<file path="config.mk">
export PLATFORM = sky130hd
export DESIGN_NAME = frame_buffer_reader
export DESIGN_NICKNAME = d
export VERILOG_FILES = /design/src/rtl/led_matrix_pkg.sv /design/src/rtl/sync_byte_fifo.sv /design/src/rtl/frame_buffer_reader.sv
export SDC_FILE = /design/constraint.sdc
export NUM_CORES = 1
export LEC_CHECK = 0
export CORE_UTILIZATION = 50
export DETAILED_ROUTE_END_ITERATION = 8
export HOLD_SLACK_MARGIN = 0.05
export MAX_ROUTING_LAYER = met4
export PLACE_DENSITY = 0.81
export SYNTH_ARGS = -nofsm -noshare
export SYNTH_HDL_FRONTEND = slang
export SYNTH_HIERARCHICAL = 1
export SYNTH_SLANG_ARGS = --single-unit
</file>
<file path="constraint.sdc">
create_clock -name clk -period 4.4 [get_ports clk]
set_clock_uncertainty 0.05 [all_clocks]
set_input_delay 0.88 -clock clk [delete_from_list [all_inputs] [get_ports clk]]
set_output_delay 0.88 -clock clk [all_outputs]
set_load 0.05 [all_outputs]
</file>
<file path="src/rtl/led_matrix_pkg.sv">
// Shared constants and types for the LED matrix memory-side blocks.
// The frame reader FSM encoding and the return FIFO sizing live here.
package led_matrix_pkg;

    localparam int DEFAULT_ADDRESS_WIDTH = 25;
    localparam int DEFAULT_FIFO_DEPTH    = 16;
    localparam int FIFO_PTR_W            = $clog2(DEFAULT_FIFO_DEPTH);

    typedef enum logic [1:0] {
        IDLE  = 2'd0,
        FETCH = 2'd1,
        DRAIN = 2'd2,
        DONE  = 2'd3
    } reader_state_t;

endpackage

</file>
<file path="src/rtl/sync_byte_fifo.sv">
// Single-clock byte FIFO with first-word fall-through and an occupancy count.
// DEPTH must be a power of two; pointers wrap naturally.
module sync_byte_fifo #(
    parameter int DEPTH = 16,
    parameter int CNT_W = $clog2(DEPTH) + 1
) (
    input  logic             clk,
    input  logic             reset,
    input  logic             wr_en,
    input  logic [7:0]       wr_data,
    input  logic             rd_en,
    output logic [7:0]       rd_data,
    output logic             valid,
    output logic             full,
    output logic [CNT_W-1:0] count
);

    logic [7:0]       mem [DEPTH];
    logic [CNT_W-2:0] wr_ptr;
    logic [CNT_W-2:0] rd_ptr;
    logic             do_wr;
    logic             do_rd;

    assign full    = (count == CNT_W'(DEPTH));
    assign valid   = (count != '0);
    assign do_wr   = wr_en & ~full;
    assign do_rd   = rd_en & valid;
    // Head byte is forced to zero when empty so the stream output is clean out of reset.
    assign rd_data = valid ? mem[rd_ptr] : 8'h00;

    always_ff @(posedge clk) begin
        if (reset) begin
            wr_ptr <= '0;
            rd_ptr <= '0;
            count  <= '0;
        end else begin
            if (do_wr) wr_ptr <= wr_ptr + 1'b1;
            if (do_rd) rd_ptr <= rd_ptr + 1'b1;
            case ({do_wr, do_rd})
                2'b10:   count <= count + 1'b1;
                2'b01:   count <= count - 1'b1;
                default: count <= count;
            endcase
        end
    end

    always_ff @(posedge clk) begin
        if (do_wr) mem[wr_ptr] <= wr_data;
    end

endmodule

</file>
<file path="src/rtl/frame_buffer_reader.sv">
// Streams a contiguous frame-RAM byte region through one arbiter port into a valid/ready byte stream.
// Optional return-path protocol checking is built when FRAME_READER_ERR_CHECK_EN is defined.
module frame_buffer_reader
    import led_matrix_pkg::*;
#(
    parameter int ADDRESS_WIDTH = DEFAULT_ADDRESS_WIDTH,
    parameter int LENGTH_WIDTH  = 16,
    parameter int FIFO_DEPTH    = 1 << FIFO_PTR_W
) (
    input  logic                     clk,
    input  logic                     reset,
    input  logic                     start,
    input  logic [ADDRESS_WIDTH-1:0] base_address,
    input  logic [LENGTH_WIDTH-1:0]  length,
    output logic                     busy,
    output logic                     done,
    output logic                     mem_req,
    output logic [ADDRESS_WIDTH-1:0] mem_address,
    output logic                     mem_wr,
    output logic [7:0]               mem_data,
    input  logic                     mem_full,
    input  logic [7:0]               mem_rdata,
    input  logic                     mem_rvalid,
    output logic [7:0]               pix_data,
    output logic                     pix_valid,
    input  logic                     pix_ready,
    output logic                     err,
    output logic [1:0]               dbg_state
);

    // Handshakes: a memory request transfers on a rising edge with mem_req=1 and mem_full=0,
    // mem_req/mem_address hold until then; a stream byte transfers when pix_valid & pix_ready.
    localparam int CW    = $clog2(FIFO_DEPTH) + 1;
    localparam int CTR_W = LENGTH_WIDTH + 1;

    reader_state_t            state;
    logic [ADDRESS_WIDTH-1:0] base_q;
    logic [CTR_W-1:0]         len_q;
    logic [CTR_W-1:0]         issued_q;
    logic [CTR_W-1:0]         popped_q;
    logic [CTR_W-1:0]         issued_nxt;
    logic [CTR_W-1:0]         popped_nxt;
    logic [CW-1:0]            credit_q;
    logic [CW-1:0]            credit_nxt;
    logic [CW-1:0]            fifo_count;
    logic                     fifo_wr;
    logic                     fifo_full;
    logic                     accept;
    logic                     pop;
    logic                     in_xfer;
    logic                     load_ok;

    assign accept     = mem_req & ~mem_full;
    assign pop        = pix_valid & pix_ready;
    assign in_xfer    = (state == FETCH) || (state == DRAIN);
    assign issued_nxt = issued_q + CTR_W'(accept);
    assign popped_nxt = popped_q + CTR_W'(pop);
    assign credit_nxt = credit_q + CW'(accept) - CW'(pop);
    // Credit is requests in flight plus bytes parked in the FIFO, so every return has a slot.
    assign load_ok    = (issued_nxt < len_q) && (credit_nxt < CW'(FIFO_DEPTH));

    assign mem_wr    = 1'b0;
    assign mem_data  = 8'h00;
    assign dbg_state = state;

    sync_byte_fifo #(.DEPTH(FIFO_DEPTH)) u_fifo (
        .clk     (clk),
        .reset   (reset),
        .wr_en   (fifo_wr),
        .wr_data (mem_rdata),
        .rd_en   (pix_ready),
        .rd_data (pix_data),
        .valid   (pix_valid),
        .full    (fifo_full),
        .count   (fifo_count)
    );

`ifdef FRAME_READER_ERR_CHECK_EN
    logic [CW-1:0] outstanding;
    logic          spurious;
    logic          overrun;

    assign outstanding = credit_q - fifo_count;
    assign spurious    = mem_rvalid & in_xfer & (outstanding == '0);
    assign overrun     = mem_rvalid & fifo_full;
    assign fifo_wr     = mem_rvalid & in_xfer & ~spurious & ~fifo_full;

    always_ff @(posedge clk) begin
        if (reset)                   err <= 1'b0;
        else if (spurious | overrun) err <= 1'b1;
    end
`else
    // Returns outside a transfer are late pulses from an aborted one and are dropped.
    assign fifo_wr = mem_rvalid & in_xfer & ~fifo_full;
    assign err     = 1'b0;
`endif

    always_ff @(posedge clk) begin
        if (reset) begin
            state       <= IDLE;
            busy        <= 1'b0;
            done        <= 1'b0;
            mem_req     <= 1'b0;
            mem_address <= '0;
            base_q      <= '0;
            len_q       <= '0;
            issued_q    <= '0;
            popped_q    <= '0;
            credit_q    <= '0;
        end else begin
            done     <= 1'b0;
            credit_q <= credit_nxt;
            issued_q <= issued_nxt;
            popped_q <= popped_nxt;
            case (state)
                IDLE: begin
                    if (start) begin
                        base_q   <= base_address;
                        len_q    <= {1'b0, length};
                        issued_q <= '0;
                        popped_q <= '0;
                        if (length != '0) begin
                            state       <= FETCH;
                            busy        <= 1'b1;
                            mem_req     <= 1'b1;
                            mem_address <= base_address;
                        end else begin
                            state <= DONE;
                            done  <= 1'b1;
                        end
                    end
                end
                FETCH: begin
                    if (accept && (issued_nxt == len_q)) begin
                        mem_req <= 1'b0;
                        state   <= DRAIN;
                    end else if (!mem_req || accept) begin
                        mem_req <= load_ok;
                        if (load_ok) mem_address <= base_q + ADDRESS_WIDTH'(issued_nxt);
                    end
                end
                DRAIN: begin
                    if (popped_nxt == len_q) begin
                        state <= DONE;
                        busy  <= 1'b0;
                        done  <= 1'b1;
                    end
                end
                DONE: begin
                    state <= IDLE;
                end
            endcase
        end
    end

endmodule

</file>
-- Word level (Yosys, flattened, before mapping)
Memory sizes are Yosys's and may differ from the RTL's. A register that Yosys moved wholly into a read port is not among the register bits.
Cells that the tools add are included.
- register bits after elaboration: 123
- bits in writable memories: 128
- input bits: 55
- output and inout bits: 49
- memories kept: 1
- memories (memory ; depth ; width ; rd ports ; clocked after Yosys merged registers in ; write ports ; RTL line ; source):
    u_fifo.mem ; 16 ; 8 ; 1 ; 1 ; 1 ; sync_byte_fifo.sv:18 ; logic [7:0] mem [DEPTH];
- $add $sub $neg: 9
- order comparisons: 2
- equal/unequal tests: 16
- mux-type cells: 32
- bitwise logic cells: 7
- reductions and logical operators: 16
- operators by type and width (cell ; number):
    25-bit two-way mux ; 5
    17-bit two-way mux ; 4
    25-bit one-hot mux with 2 select lines ; 1
    17-bit by 1-bit adder with 17-bit output ; 2
    17-bit by 16-bit == test with 1-bit output ; 2
    25-bit by 17-bit adder with 25-bit output ; 1
    17-bit by 16-bit less-than comparator with 1-bit output ; 1
    16-bit nonzero test ; 1
    1-bit two-way mux ; 10
    5-bit one-hot mux with 2 select lines ; 1
    4-bit by 1-bit adder with 4-bit output (second input constant) ; 2
    2-bit two-way mux ; 4
    4-bit two-way mux ; 2
    8-bit two-way mux ; 1
    2-bit != test (second input constant) ; 4
    2-bit one-hot mux with 4 select lines ; 1
    4-bit AND reduction ; 2
    2-bit == test (second input constant) ; 3
    2-bit by 1-bit != test with 1-bit output (second input constant) ; 3
    1-bit one-hot mux with 2 select lines ; 3
    6-bit AND reduction ; 1
    2-bit nonzero test ; 3
    5-bit by 1-bit adder with 5-bit output ; 1
    5-bit by 1-bit adder with 5-bit output (second input constant) ; 1
    other kinds (15) ; 23

-- Logic depth before layout (Yosys ltp)
Gate-level depths: netlist of the first run.
- word-level depth: 10
- mapped depth: 19
- depth with buffers taken out: 17

-- Modules after synthesis
The synthesis of the first run kept the hierarchy.
- by module, submodules not included (module ; instances ; cells each ; area each (µm²)):
    frame_buffer_reader ; 1 ; 823 ; 6582.6
    sync_byte_fifo ; 1 ; 308 ; 5829.3

-- Least setup slack after synthesis of the first run
Ideal clock, no wire load.
- path type: input-to-reg
- from: input port mem_full
- to: register mem_address[19]
- library setup time: 132 ps
- arrival: 4150 ps
- data required time: 4218 ps
- slack: 68 ps
- stages on the path: 18
- buffers on the path: 2
- cells stage by stage: nor2b_1 > ha_1 > ha_1 > nand3_1 > inv_1 > nand3_1 > nor2_1 > xor2_1 > ha_1 > o21a_1 > o21ai_0 > nor2_1 > a221oi_1 > and4b_1 > o2bb2ai_1 > clkbuf_1 > buf_1 > o21ai_0
- word-level cells in the longest chain between the ends: 8
- RTL lines (element ; RTL line ; source):
    from (decl) ; frame_buffer_reader.sv:21 ; input logic mem_full,
    1-bit inverter * ; frame_buffer_reader.sv:53 ; assign accept = mem_req & ~mem_full;
    1-bit AND * ; frame_buffer_reader.sv:53 ;
    17-bit by 1-bit adder with 17-bit output / 5-bit by 1-bit adder with 5-bit output (equally long branches) ; frame_buffer_reader.sv:56, frame_buffer_reader.sv:58 ;
    25-bit by 17-bit adder with 25-bit output / 5-bit by 1-bit subtractor with 5-bit output (equally long branches) ; frame_buffer_reader.sv:139, frame_buffer_reader.sv:58 ;
    25-bit two-way mux / 5-bit less-than comparator (equally long branches) ; frame_buffer_reader.sv:139, frame_buffer_reader.sv:60 ;
    25-bit two-way mux / 1-bit logical AND (equally long branches) ; frame_buffer_reader.sv:137, frame_buffer_reader.sv:60 ;
    25-bit two-way mux / 2-bit != test (equally long branches) ; - ;
    25-bit one-hot mux with 2 select lines / 6-bit AND reduction (equally long branches) ; - ;
    to (signal assigned) ; frame_buffer_reader.sv:126 ; mem_address <= base_address;
    to (signal assigned) ; frame_buffer_reader.sv:139 ; if (load_ok) mem_address <= base_q + ADDRESS_WIDTH'(issued_nxt);
    to (decl) ; frame_buffer_reader.sv:18 ; output logic [ADDRESS_WIDTH-1:0] mem_address,
Every way passes the cells marked *; elsewhere a longest branch is shown, timed or not. The select of a mux whose other input is x is not followed.
A chain may end at the register's enable or synchronous reset.

==> results of run 1 <==
==> Yosys cell counts (all sizes together) (4+ instances only) <==
master	number	area [um2]
mux4	40	901
nand2b	6	37.5
a21oi	80	400
buf	25	155
xnor2	42	368
and3	14	87.6
nor3	19	95.1
nor4	11	98.8
or2	6	37.5
nand3	21	105
a221oi	4	41.3
nand2	124	465
a21boi	4	33.8
inv	45	169
nor2	103	387
ha	53	663
xor2	24	210
a31oi	4	25.0
nand4	22	153
edfxtp	128	3840
clkbuf	42	159
nor2b	22	138
dfxtp	127	2540
o21ai	30	154
a211oi	19	143
and2	14	87.6
or3	6	38.8
o211ai	9	67.6
a21o	14	105
o31ai	4	30.0
and4	5	45.0
mux2i	20	200
==> cell type report <==
cell class                      instances  area, um2  area share (%)
Clock buffer                           30        676            4.46
Inverter                               45        169            1.11
Multi-Input combinational cell        773       5620            37.1
Antenna cell                            1       2.50          0.0165
Tap cell                              324        405            2.67
Sequential cell                       255       6390            42.1
Clock inverter                         15        186            1.23
Timing Repair Buffer                  194       1710            11.3
==> worst max-delay path: cells and delay by family, from the launching register on <==
kind                   cells  cell delay (ns)
buffers and inverters      2             0.94
muxes                      2             1.12
DFF                        1             0.34
and+or+nand+nor            1             0.17
==> metal layers <==
layer | routed length [um] | GRT usage (%)
met1 | 13200 | 32.3
met4 | 774 | 7.39
met3 | 1770 | 4.06
met2 | 14600 | 40.3
met5 | 0 | -
==> through the flow <==
| stage | total power [W] | util (%) | setup slack [ns] |
|---|---|---|---|
| final | 0.00868 | 62.3 | 0.343 |
| after global routing | 0.00909 | 62.3 | 0.0563 |
| after CTS | 0.00867 | 62.2 | 0.00631 |
| after detailed placement | 0.00641 | 58.6 | -0.662 |
| after global placement | 0.00629 | 58.6 | -0.460 |
| after floorplan | 0.00531 | - | 0.0684 |
==> sequential cells by signal, indices dropped and copies added, names as in the netlist, named ones only <==
name and cells:
u_fifo/mem 128, base_q 25, mem_address 25, issued_q 17
popped_q 17, len_q 16, credit_q 5, u_fifo/count 5
u_fifo/rd_ptr 4, u_fifo/wr_ptr 4, dbg_state 2, busy 1
done 1, mem_req 1
==> report_power, final <==
group | total, W | switching, W | internal, W
registers | 0.00297 | 0.000211 | 0.00276
clock network | 0.00223 | 0.000941 | 0.00129
logic | 0.00348 | 0.00204 | 0.00144
total | 0.00868 | 0.00319 | 0.00549
==> cell families after synthesis <==
kind of cell	after synthesis
AND/OR/NAND/NOR	382
flip-flops	255
AO/OA/AOI/OAI	197
buffers and inverters	112
XOR/XNOR	67
multiplexers	62
adder cells (fa/ha/maj)	55
other	1
==> worst max-delay path by stage <==
stage | from | end | slack [ns] | cells after the start
2_1_floorplan | mem_full | mem_address[19]$_SDFFE_PP0P_ | 0.07 | 18
3_3_place_gp | mem_full | mem_address[20]$_SDFFE_PP0P_ | -0.46 | 19
6_report | register | pix_data[1] | 0.34 | 5
5_1_grt | u_fifo/count[2]$_SDFFE_PP0P_ | dbg_state[1]$_SDFFE_PP0P_ | 0.06 | 15
3_5_place_dp | mem_full | mem_address[20]$_SDFFE_PP0P_ | -0.66 | 18
4_1_cts | mem_full | mem_address[20]$_SDFFE_PP0P_ | 0.006 | 18
==> timing repair <==
action                     CTS  global route
buffers inserted             1             2
cloned                       0             0
hold buffers                 0             0
resized for setup            3             9
setup endpoints to repair   25            27
pin swaps                    0             1
==> flow_metrics.env, run 1 <==
export IMPL_hpwl_mm=21.3
export IMPL_start_kind="register"
export IMPL_fin_tns_setup_ns=0
export IMPL_worstHoldPathType="reg -> reg"
export IMPL_synth_xor_area_share_pct=4.84
export IMPL_gp_congestion=0.908
export IMPL_cp_common_cell="mux4_2"
export IMPL_ir_drop_uv=515
export IMPL_grt_pass1_vias=9291
export IMPL_syn_avg_cell_area_um2=11.0
export IMPL_yosys_most_used_dff="edfxtp_1"
export IMPL_clk_path_buf_depth=3
export IMPL_core_region_area_um2=24300
export IMPL_drv_cap=0
export IMPL_vias=9234
export IMPL_tightest_slew_ns=0.995
export IMPL_num_fill_cells=1830
export IMPL_period_share_pct=92.2
export IMPL_cts_root_buf="clkbuf_16"
export IMPL_r2r_start="u_fifo/count[2]$_SDFFE_PP0P_"
export IMPL_synth_mux_area_share_pct=9.05
export IMPL_cts_buffers=26
export IMPL_yosysSeqAreaShare_pct=51.5
export IMPL_cts_tree="yes"
export IMPL_p_leak_nw=5.68
export IMPL_synth_seq_cells=255
export IMPL_whs_ns=0.412
export IMPL_final_common_cell="edfxtp_1"
export IMPL_synthArstFlopShare_pct=0
export IMPL_finalCriticalPeriod_ns=4.06
export IMPL_clk_latency_ns=0.54
export IMPL_drtIter0Drc=517
export IMPL_min_to="base_q[4]$_SDFFE_PP0P_"
export IMPL_crit_chain="buf_12 > mux4_2 > mux4_2 > and2_1 > clkdlybuf4s50_1"
export IMPL_wirelength_mm=30.3
export IMPL_grt_pass1_wl_mm=48.8
export IMPL_wl_per_cell_um=18.5
export IMPL_dp_cells=1588
export IMPL_design_area_um2=15200
export IMPL_ys_warn_count=6
export IMPL_relSlewSlack_pct=33.5
export IMPL_r2r_end="dbg_state[0]$_SDFFE_PP0P_"
export IMPL_worstHoldStart="base_q[4]$_SDFFE_PP0P_"
export IMPL_boundaryPins=104
export IMPL_htree_num_levels=1
export IMPL_rrSetupSlack_ns=0.37
export IMPL_holdPathStages=2
export IMPL_cpPeakStageDelay_ns=0.69
export IMPL_synthAdderAreaFrac_pct=5.67
export IMPL_postSynthCellCount=1131
export IMPL_rsz0062_at_grt="no"
export IMPL_die_h_um=160
export IMPL_dieArea_um2=25500
export IMPL_drt_pre_antenna_iters=4
export IMPL_via_per_inst=5.64
export IMPL_fin_nets=1405
export IMPL_synth_top_family_by_area="simple AND/OR/NAND/NOR gates"
export IMPL_post_route_drc_count=0
export IMPL_final_cell_mix="edfxtp_1 (128), dfxtp_1 (126), nand2_1 (124)"
export IMPL_path_clk_slew_ns=0.06
export IMPL_crit_path_top_delay_cell="clkdlybuf4s50_1"
export IMPL_critPathKind="reg -> out"
export IMPL_synth_cell_type_count=75
export IMPL_synth_simple_area_share_pct=15.0
export IMPL_setup_violations=0
export IMPL_p_per_area_nw_per_um2=572
export IMPL_gr_total_overflow=0
export IMPL_critPathCaptureType="output port"
export IMPL_grt_antenna_before_repair=1
export IMPL_maxSlewViolCount=0
export IMPL_globalRouteTotalUtil_pct=24.9
export IMPL_fin_cells=1637
export IMPL_synth_compound_area_share_pct=10.1
export IMPL_r2r_cells=15
export IMPL_crit_required_ns=3.47
export IMPL_syn_cell_area_um2=12400
export IMPL_cp_max_fo=32
export IMPL_grt_start_max_net_pins=48
export IMPL_detail_route_antenna_nets=0
export IMPL_cp_arrival_ns=3.13
export IMPL_fmax_mhz=246
export IMPL_die_width_um=160
export IMPL_cts_sinks=255
export IMPL_rows=57
export IMPL_start_util_pct=51.0
export IMPL_area_growth_pct=22.1
export IMPL_synth_edf_count=128
export IMPL_place_area_um2=14200
export IMPL_drive_above_1_share_pct=15.6
export IMPL_status="complete, no violations"
export IMPL_hold_violations=0
export IMPL_portBuffers=93
(Power assumes the default switching activity.)
==> run 2, diff against run 1 <==
==> constraint.sdc (replaced) <==
create_clock -name clk -period 4.4 [get_ports clk]
set_clock_uncertainty 0.05 [all_clocks]
set_input_delay 1.32 -clock clk [delete_from_list [all_inputs] [get_ports clk]]
set_output_delay 1.32 -clock clk [all_outputs]
set_load 0.05 [all_outputs]
==> flow_metrics.env, run 2 (synthesis results as in run 1) <==
export IMPL_status="complete, but fails checks"
export IMPL_violations="negative setup slack"
export IMPL_detail_route_antenna_nets=0
export IMPL_start_kind="primary input"
export IMPL_clk_path_buf_depth=3
export IMPL_cts_sinks=255
export IMPL_p_leak_nw=5.93
export IMPL_fmax_mhz=226
export IMPL_post_route_drc_count=0
export IMPL_dieArea_um2=25500
export IMPL_place_area_um2=14400
export IMPL_p_per_area_nw_per_um2=598
export IMPL_gr_total_overflow=0
export IMPL_rrSetupSlack_ns=0.32
export IMPL_start_util_pct=51.0
export IMPL_period_share_pct=101
export IMPL_globalRouteTotalUtil_pct=25.8
export IMPL_drive_above_1_share_pct=20.9
export IMPL_portBuffers=93
export IMPL_cts_root_buf="clkbuf_16"
export IMPL_final_common_cell="edfxtp_1"
export IMPL_clk_latency_ns=0.56
export IMPL_worstHoldPathType="reg -> reg"
export IMPL_ir_drop_uv=509
export IMPL_critPathKind="in -> reg"
export IMPL_final_cell_mix="edfxtp_1 (128), dfxtp_1 (126), nand2_1 (121), buf_4 (121), nor2_1 (96)"
export IMPL_setup_violations=2
export IMPL_drv_cap=0
export IMPL_gp_congestion=0.895
export IMPL_grt_antenna_before_repair=0
export IMPL_htree_num_levels=1
export IMPL_grt_pass1_wl_mm=50.2
export IMPL_grt_pass1_vias=9532
export IMPL_r2r_start="mem_req$_SDFFE_PP0P_"
export IMPL_wl_per_cell_um=19.3
export IMPL_die_width_um=160
export IMPL_path_clk_slew_ns=0.06
export IMPL_rows=57
export IMPL_via_per_inst=5.76
export IMPL_cts_tree="yes"
export IMPL_hpwl_mm=21.4
export IMPL_rsz0062_at_grt="yes"
export IMPL_grt_start_max_net_pins=88
export IMPL_crit_required_ns=4.80
export IMPL_relSlewSlack_pct=37.4
export IMPL_maxSlewViolCount=0
export IMPL_die_h_um=160
export IMPL_cts_buffers=27
export IMPL_cp_arrival_ns=4.83
export IMPL_top_register="u_fifo/mem"
export IMPL_wirelength_mm=32.2
export IMPL_tightest_slew_ns=0.939
export IMPL_dp_cells=1600
export IMPL_area_growth_pct=27.1
export IMPL_drtIter0Drc=797
export IMPL_postLayoutSetupSlackWorst_ns=-0.0296
export IMPL_core_region_area_um2=24300
export IMPL_largest_registers="u_fifo/mem: 128 flops, base_q: 25 flops, mem_address: 25 flops"
export IMPL_vias=9610
export IMPL_fin_cells=1667
export IMPL_finalPower_w=0.00944
export IMPL_diodes=0
export IMPL_finalCriticalPeriod_ns=4.43
export IMPL_post_route_util_pct=64.9
export IMPL_boundaryPins=104
export IMPL_cp_max_fo=6
export IMPL_critPathCaptureType="register"
export IMPL_largest_reg_flops=128
export IMPL_worstHoldStart="len_q[8]$_SDFFE_PP0P_"
export IMPL_fin_nets=1432
export IMPL_fin_tns_setup_ns=-0.0454
export IMPL_drt_pre_antenna_iters=5
export IMPL_hold_violations=0
export IMPL_design_area_um2=15800
export IMPL_cp_startpoint="mem_full"
[run 2: cell type report]
cell class	count	area, um2
clock buffer	39	781
clock inverter	11	156
fill	1776	8540
inverter	45	169
multi-input combinational	773	5860
sequential	255	6390
tap	324	405
timing repair buffer	220	2020
[run 2: report_power, final]
part	total, W	internal (W)	switching [W]
registers	0.00297	0.00276	0.000211
clock network	0.00237	0.00142	0.000947
logic	0.00411	0.00184	0.00227
total	0.00944	0.00601	0.00343
[run 2: worst paths after layout]
check,to,cells past startpoint
hold / removal,len_q[8]$_SDFFE_PP0P_,2
setup reg to reg,mem_address[11]$_SDFFE_PP0P_,20
hold reg to reg,len_q[8]$_SDFFE_PP0P_,2
setup / recovery,mem_address[11]$_SDFFE_PP0P_,21
[run 2: layer usage]
layer	routed length (um)	track usage [%]	vias up
met5	0	-	-
met4	1280	10.4	0
met3	1750	3.13	97
met2	16500	44.4	368
met1	12700	30.7	4672
li1	-	-	4473
[run 2: repair_timing]
item,4_1_cts,5_1_grt
cloned,3,2
setup buffers,9,6
hold buffers,0,0
pin swaps,19,27
endpoints found under the setup margin,30,29
gates resized for setup,30,35
[run 2: per-stage QoR]
| step | hold WS [ns] | setup slack, ns |
|---|---|---|
| after floorplan | 0.386 | -0.0363 |
| after global placement | 0.395 | -0.794 |
| after detailed placement | 0.398 | -0.893 |
| after CTS | 0.406 | 0.00957 |
| after global routing | 0.423 | -0.125 |
| final | 0.405 | -0.0296 |
[run 2: worst max-delay path, stage by stage]
cell and delay [ns]:
buf_8 0.10, nor2b_4 0.19, ha_4 0.17, ha_4 0.14, nand3_4 0.08, inv_2 0.08, nand3_4 0.10, buf_6 0.15
buf_4 0.13, xnor2_2 0.13, ha_1 0.31, buf_4 0.11, nand4_1 0.09, or2_4 0.27, nor3_2 0.18, nand4_1 0.17
and4b_2 0.29, o2bb2ai_4 0.21, buf_12 0.21, buf_16 0.14, a211oi_1 0.24
==> run 3, diff against run 2 <==
--- a/config.mk
+++ b/config.mk
@@ -7,6 +7,7 @@
 export LEC_CHECK = 0
 export CORE_UTILIZATION = 50
 export DETAILED_ROUTE_END_ITERATION = 8
+export GPL_ROUTABILITY_DRIVEN = 0
 export HOLD_SLACK_MARGIN = 0.05
 export MAX_ROUTING_LAYER = met4
 export PLACE_DENSITY = 0.81
==> constraint.sdc (replaced) <==
create_clock -name clk -period 4.4 [get_ports clk]
set_clock_uncertainty 0.05 [all_clocks]
set_input_delay 1.32 -clock clk [delete_from_list [all_inputs] [get_ports clk]]
set_output_delay 1.32 -clock clk [all_outputs]
set_load 0.1 [all_outputs]
==> flow_metrics.env, run 3 (synthesis results as in run 1) <==
export IMPL_core_region_area_um2=24300
export IMPL_top_register="u_fifo/mem"
export IMPL_wirelength_mm=32.8
export IMPL_crit_cells=21
export IMPL_cp_arrival_ns=4.82
export IMPL_wl_per_cell_um=19.6
export IMPL_finalCriticalPeriod_ns=4.50
export IMPL_whs_ns=0.405
export IMPL_die_h_um=160
export IMPL_dieArea_um2=25500
export IMPL_hpwl_mm=21.8
export IMPL_postLayoutSetupSlackWorst_ns=-0.0951
export IMPL_cts_root_buf="clkbuf_16"
export IMPL_rows=57
export IMPL_area_growth_pct=28.0
export IMPL_final_common_cell="edfxtp_1"
export IMPL_maxSlewViolCount=0
export IMPL_path_clk_slew_ns=0.06
export IMPL_crit_chain="buf_6 > nor2b_4 > ha_4 > nand2_4 > nor2_4 > and2_4 > nand4_1 > nor2_1 > xor2_1 > buf_4 > ha_4 > nand4_1 > or2_4 > nor3_4 > nand4_1 > and4b_2 > o2bb2ai_4 > buf_6 > buf_6 > nor2_4 > a211oi_2"
export IMPL_period_share_pct=102
export IMPL_tightest_slew_ns=1.04
export IMPL_num_fill_cells=1724
export IMPL_cts_buffers=27
export IMPL_crit_family="simple AND/OR/NAND/NOR gates"
export IMPL_cts_sinks=255
export IMPL_boundaryPins=104
export IMPL_fin_nets=1440
export IMPL_hold_buffers=0
export IMPL_drive_above_1_share_pct=22.8
export IMPL_cts_tree="yes"
export IMPL_clk_latency_ns=0.55
export IMPL_violations="negative setup slack"
export IMPL_cp_max_fo=6
export IMPL_grt_pass1_vias=9780
export IMPL_hold_violations=0
export IMPL_multi_input_area_um2=6000
export IMPL_worstHoldPathType="reg -> reg"
export IMPL_drtIter0Drc=755
export IMPL_setup_violations=16
export IMPL_clk_path_buf_depth=3
export IMPL_drt_pre_antenna_iters=5
export IMPL_rsz0062_at_grt="yes"
export IMPL_r2r_start="u_fifo/count[3]$_SDFFE_PP0P_"
export IMPL_vias=9755
export IMPL_critPathCaptureType="register"
export IMPL_drv_cap=0
export IMPL_r2r_end="mem_address[1]$_SDFFE_PP0P_"
export IMPL_r2r_cells=19
export IMPL_cp_startpoint="mem_full"
export IMPL_start_util_pct=51.0
export IMPL_largest_registers="u_fifo/mem: 128 flops, base_q: 25 flops, mem_address: 25 flops"
export IMPL_gr_total_overflow=0
export IMPL_globalRouteTotalUtil_pct=26.1
export IMPL_ir_drop_uv=707
export IMPL_status="complete, but fails checks"
export IMPL_grt_start_max_net_pins=88
export IMPL_place_ws_ns=-0.992
export IMPL_crit_path_end="mem_address[6]$_SDFFE_PP0P_"
export IMPL_cpPeakStageDelay_ns=0.31
export IMPL_fmax_mhz=222
export IMPL_portBuffers=93
export IMPL_grt_antenna_before_repair=0
export IMPL_crit_required_ns=4.73
export IMPL_via_per_inst=5.83
export IMPL_crit_buf_inv=4
export IMPL_largest_reg_flops=128
export IMPL_post_route_drc_count=0
export IMPL_detail_route_antenna_nets=0
export IMPL_p_leak_nw=5.98
export IMPL_regArea_um2=6390
export IMPL_critPathKind="in -> reg"
export IMPL_p_per_area_nw_per_um2=650
export IMPL_grt_pass1_wl_mm=51.1
export IMPL_relSlewSlack_pct=30.4
export IMPL_die_width_um=160
export IMPL_htree_num_levels=1
export IMPL_final_cell_mix="edfxtp_1 (128), dfxtp_1 (126), buf_4 (126)"
export IMPL_fin_tns_setup_ns=-0.867
export IMPL_rrSetupSlack_ns=0.29
export IMPL_start_kind="primary input"
export IMPL_crit_path_top_delay_cell="or2_4"
export IMPL_diodes=0
-- run 3: cell types whose count changed in the layout (fill, tap and decap cells not counted), sizes merged, moves of 2 or more --
cell	previous run	this run
clkinv	4	6
clkbuf	41	37
dlygate4sd2	2	0
buf	133	145
clkinvlp	2	0
-- run 3: layer usage --
metal	track usage [%]	vias to the layer above	wire (um)
met5	-	-	0
met4	10.9	0	1390
met3	3.02	98	1710
met2	45.4	403	17000
met1	30.7	4772	12700
li1	-	4482	-
-- run 3: final cells by class --
class | count | area share, %
Clock buffer | 37 | 4.74
Clock inverter | 11 | 0.906
Inverter | 45 | 1.06
Multi-Input combinational cell | 774 | 37.8
Sequential cell | 255 | 40.2
Tap cell | 324 | 2.55
Timing Repair Buffer | 227 | 12.8
-- run 3: through the flow --
| stage | instance area, um2 | util, % | cells | power, W |
|---|---|---|---|---|
| 2_1_floorplan | 12500 | - | 1140 | 0.00598 |
| 3_3_place_gp | 14400 | 59.3 | 1609 | 0.00703 |
| 3_5_place_dp | 14400 | 59.3 | 1609 | 0.00713 |
| 4_1_cts | 15700 | 64.6 | 1674 | 0.0101 |
| 5_1_grt | 15900 | 65.3 | 1673 | 0.0107 |
| 6_report | 15900 | 65.3 | 1673 | 0.0103 |
-- run 3: power breakdown --
part	switching [W]	leakage [nW]	total (W)	internal, W
combinational	0.00307	3.35	0.00503	0.00195
clock	0.000933	0.439	0.00231	0.00137
sequential	0.000231	2.19	0.00299	0.00276
total	0.00424	5.98	0.0103	0.00609
-- run 3: tightest hold or removal path, stage by stage, from the launching register on --
cell and delay [ns]:
dfxtp_1 0.31, nand2_1 0.05, a21oi_1 0.05
-- run 3: how the worst min path moves through the flow --
stage	to	slack, ns	cells past startpoint	start
final	len_q[3]$_SDFFE_PP0P_	0.41	2	len_q[3]$_SDFFE_PP0P_
after global routing	len_q[3]$_SDFFE_PP0P_	0.43	2	len_q[3]$_SDFFE_PP0P_
after CTS	len_q[3]$_SDFFE_PP0P_	0.41	2	len_q[3]$_SDFFE_PP0P_
after detailed placement	len_q[3]$_SDFFE_PP0P_	0.40	2	len_q[3]$_SDFFE_PP0P_
after global placement	len_q[3]$_SDFFE_PP0P_	0.39	2	len_q[3]$_SDFFE_PP0P_
after floorplan	base_q[24]$_SDFFE_PP0P_	0.39	2	base_q[24]$_SDFFE_PP0P_
-- run 3: repair_timing --
action,4_1_cts,5_1_grt
buffers inserted,13,3
pin swaps,15,18
cloned,4,0
hold endpoints to repair,0,0
gates resized for setup,41,64
endpoints found under the setup margin,28,29
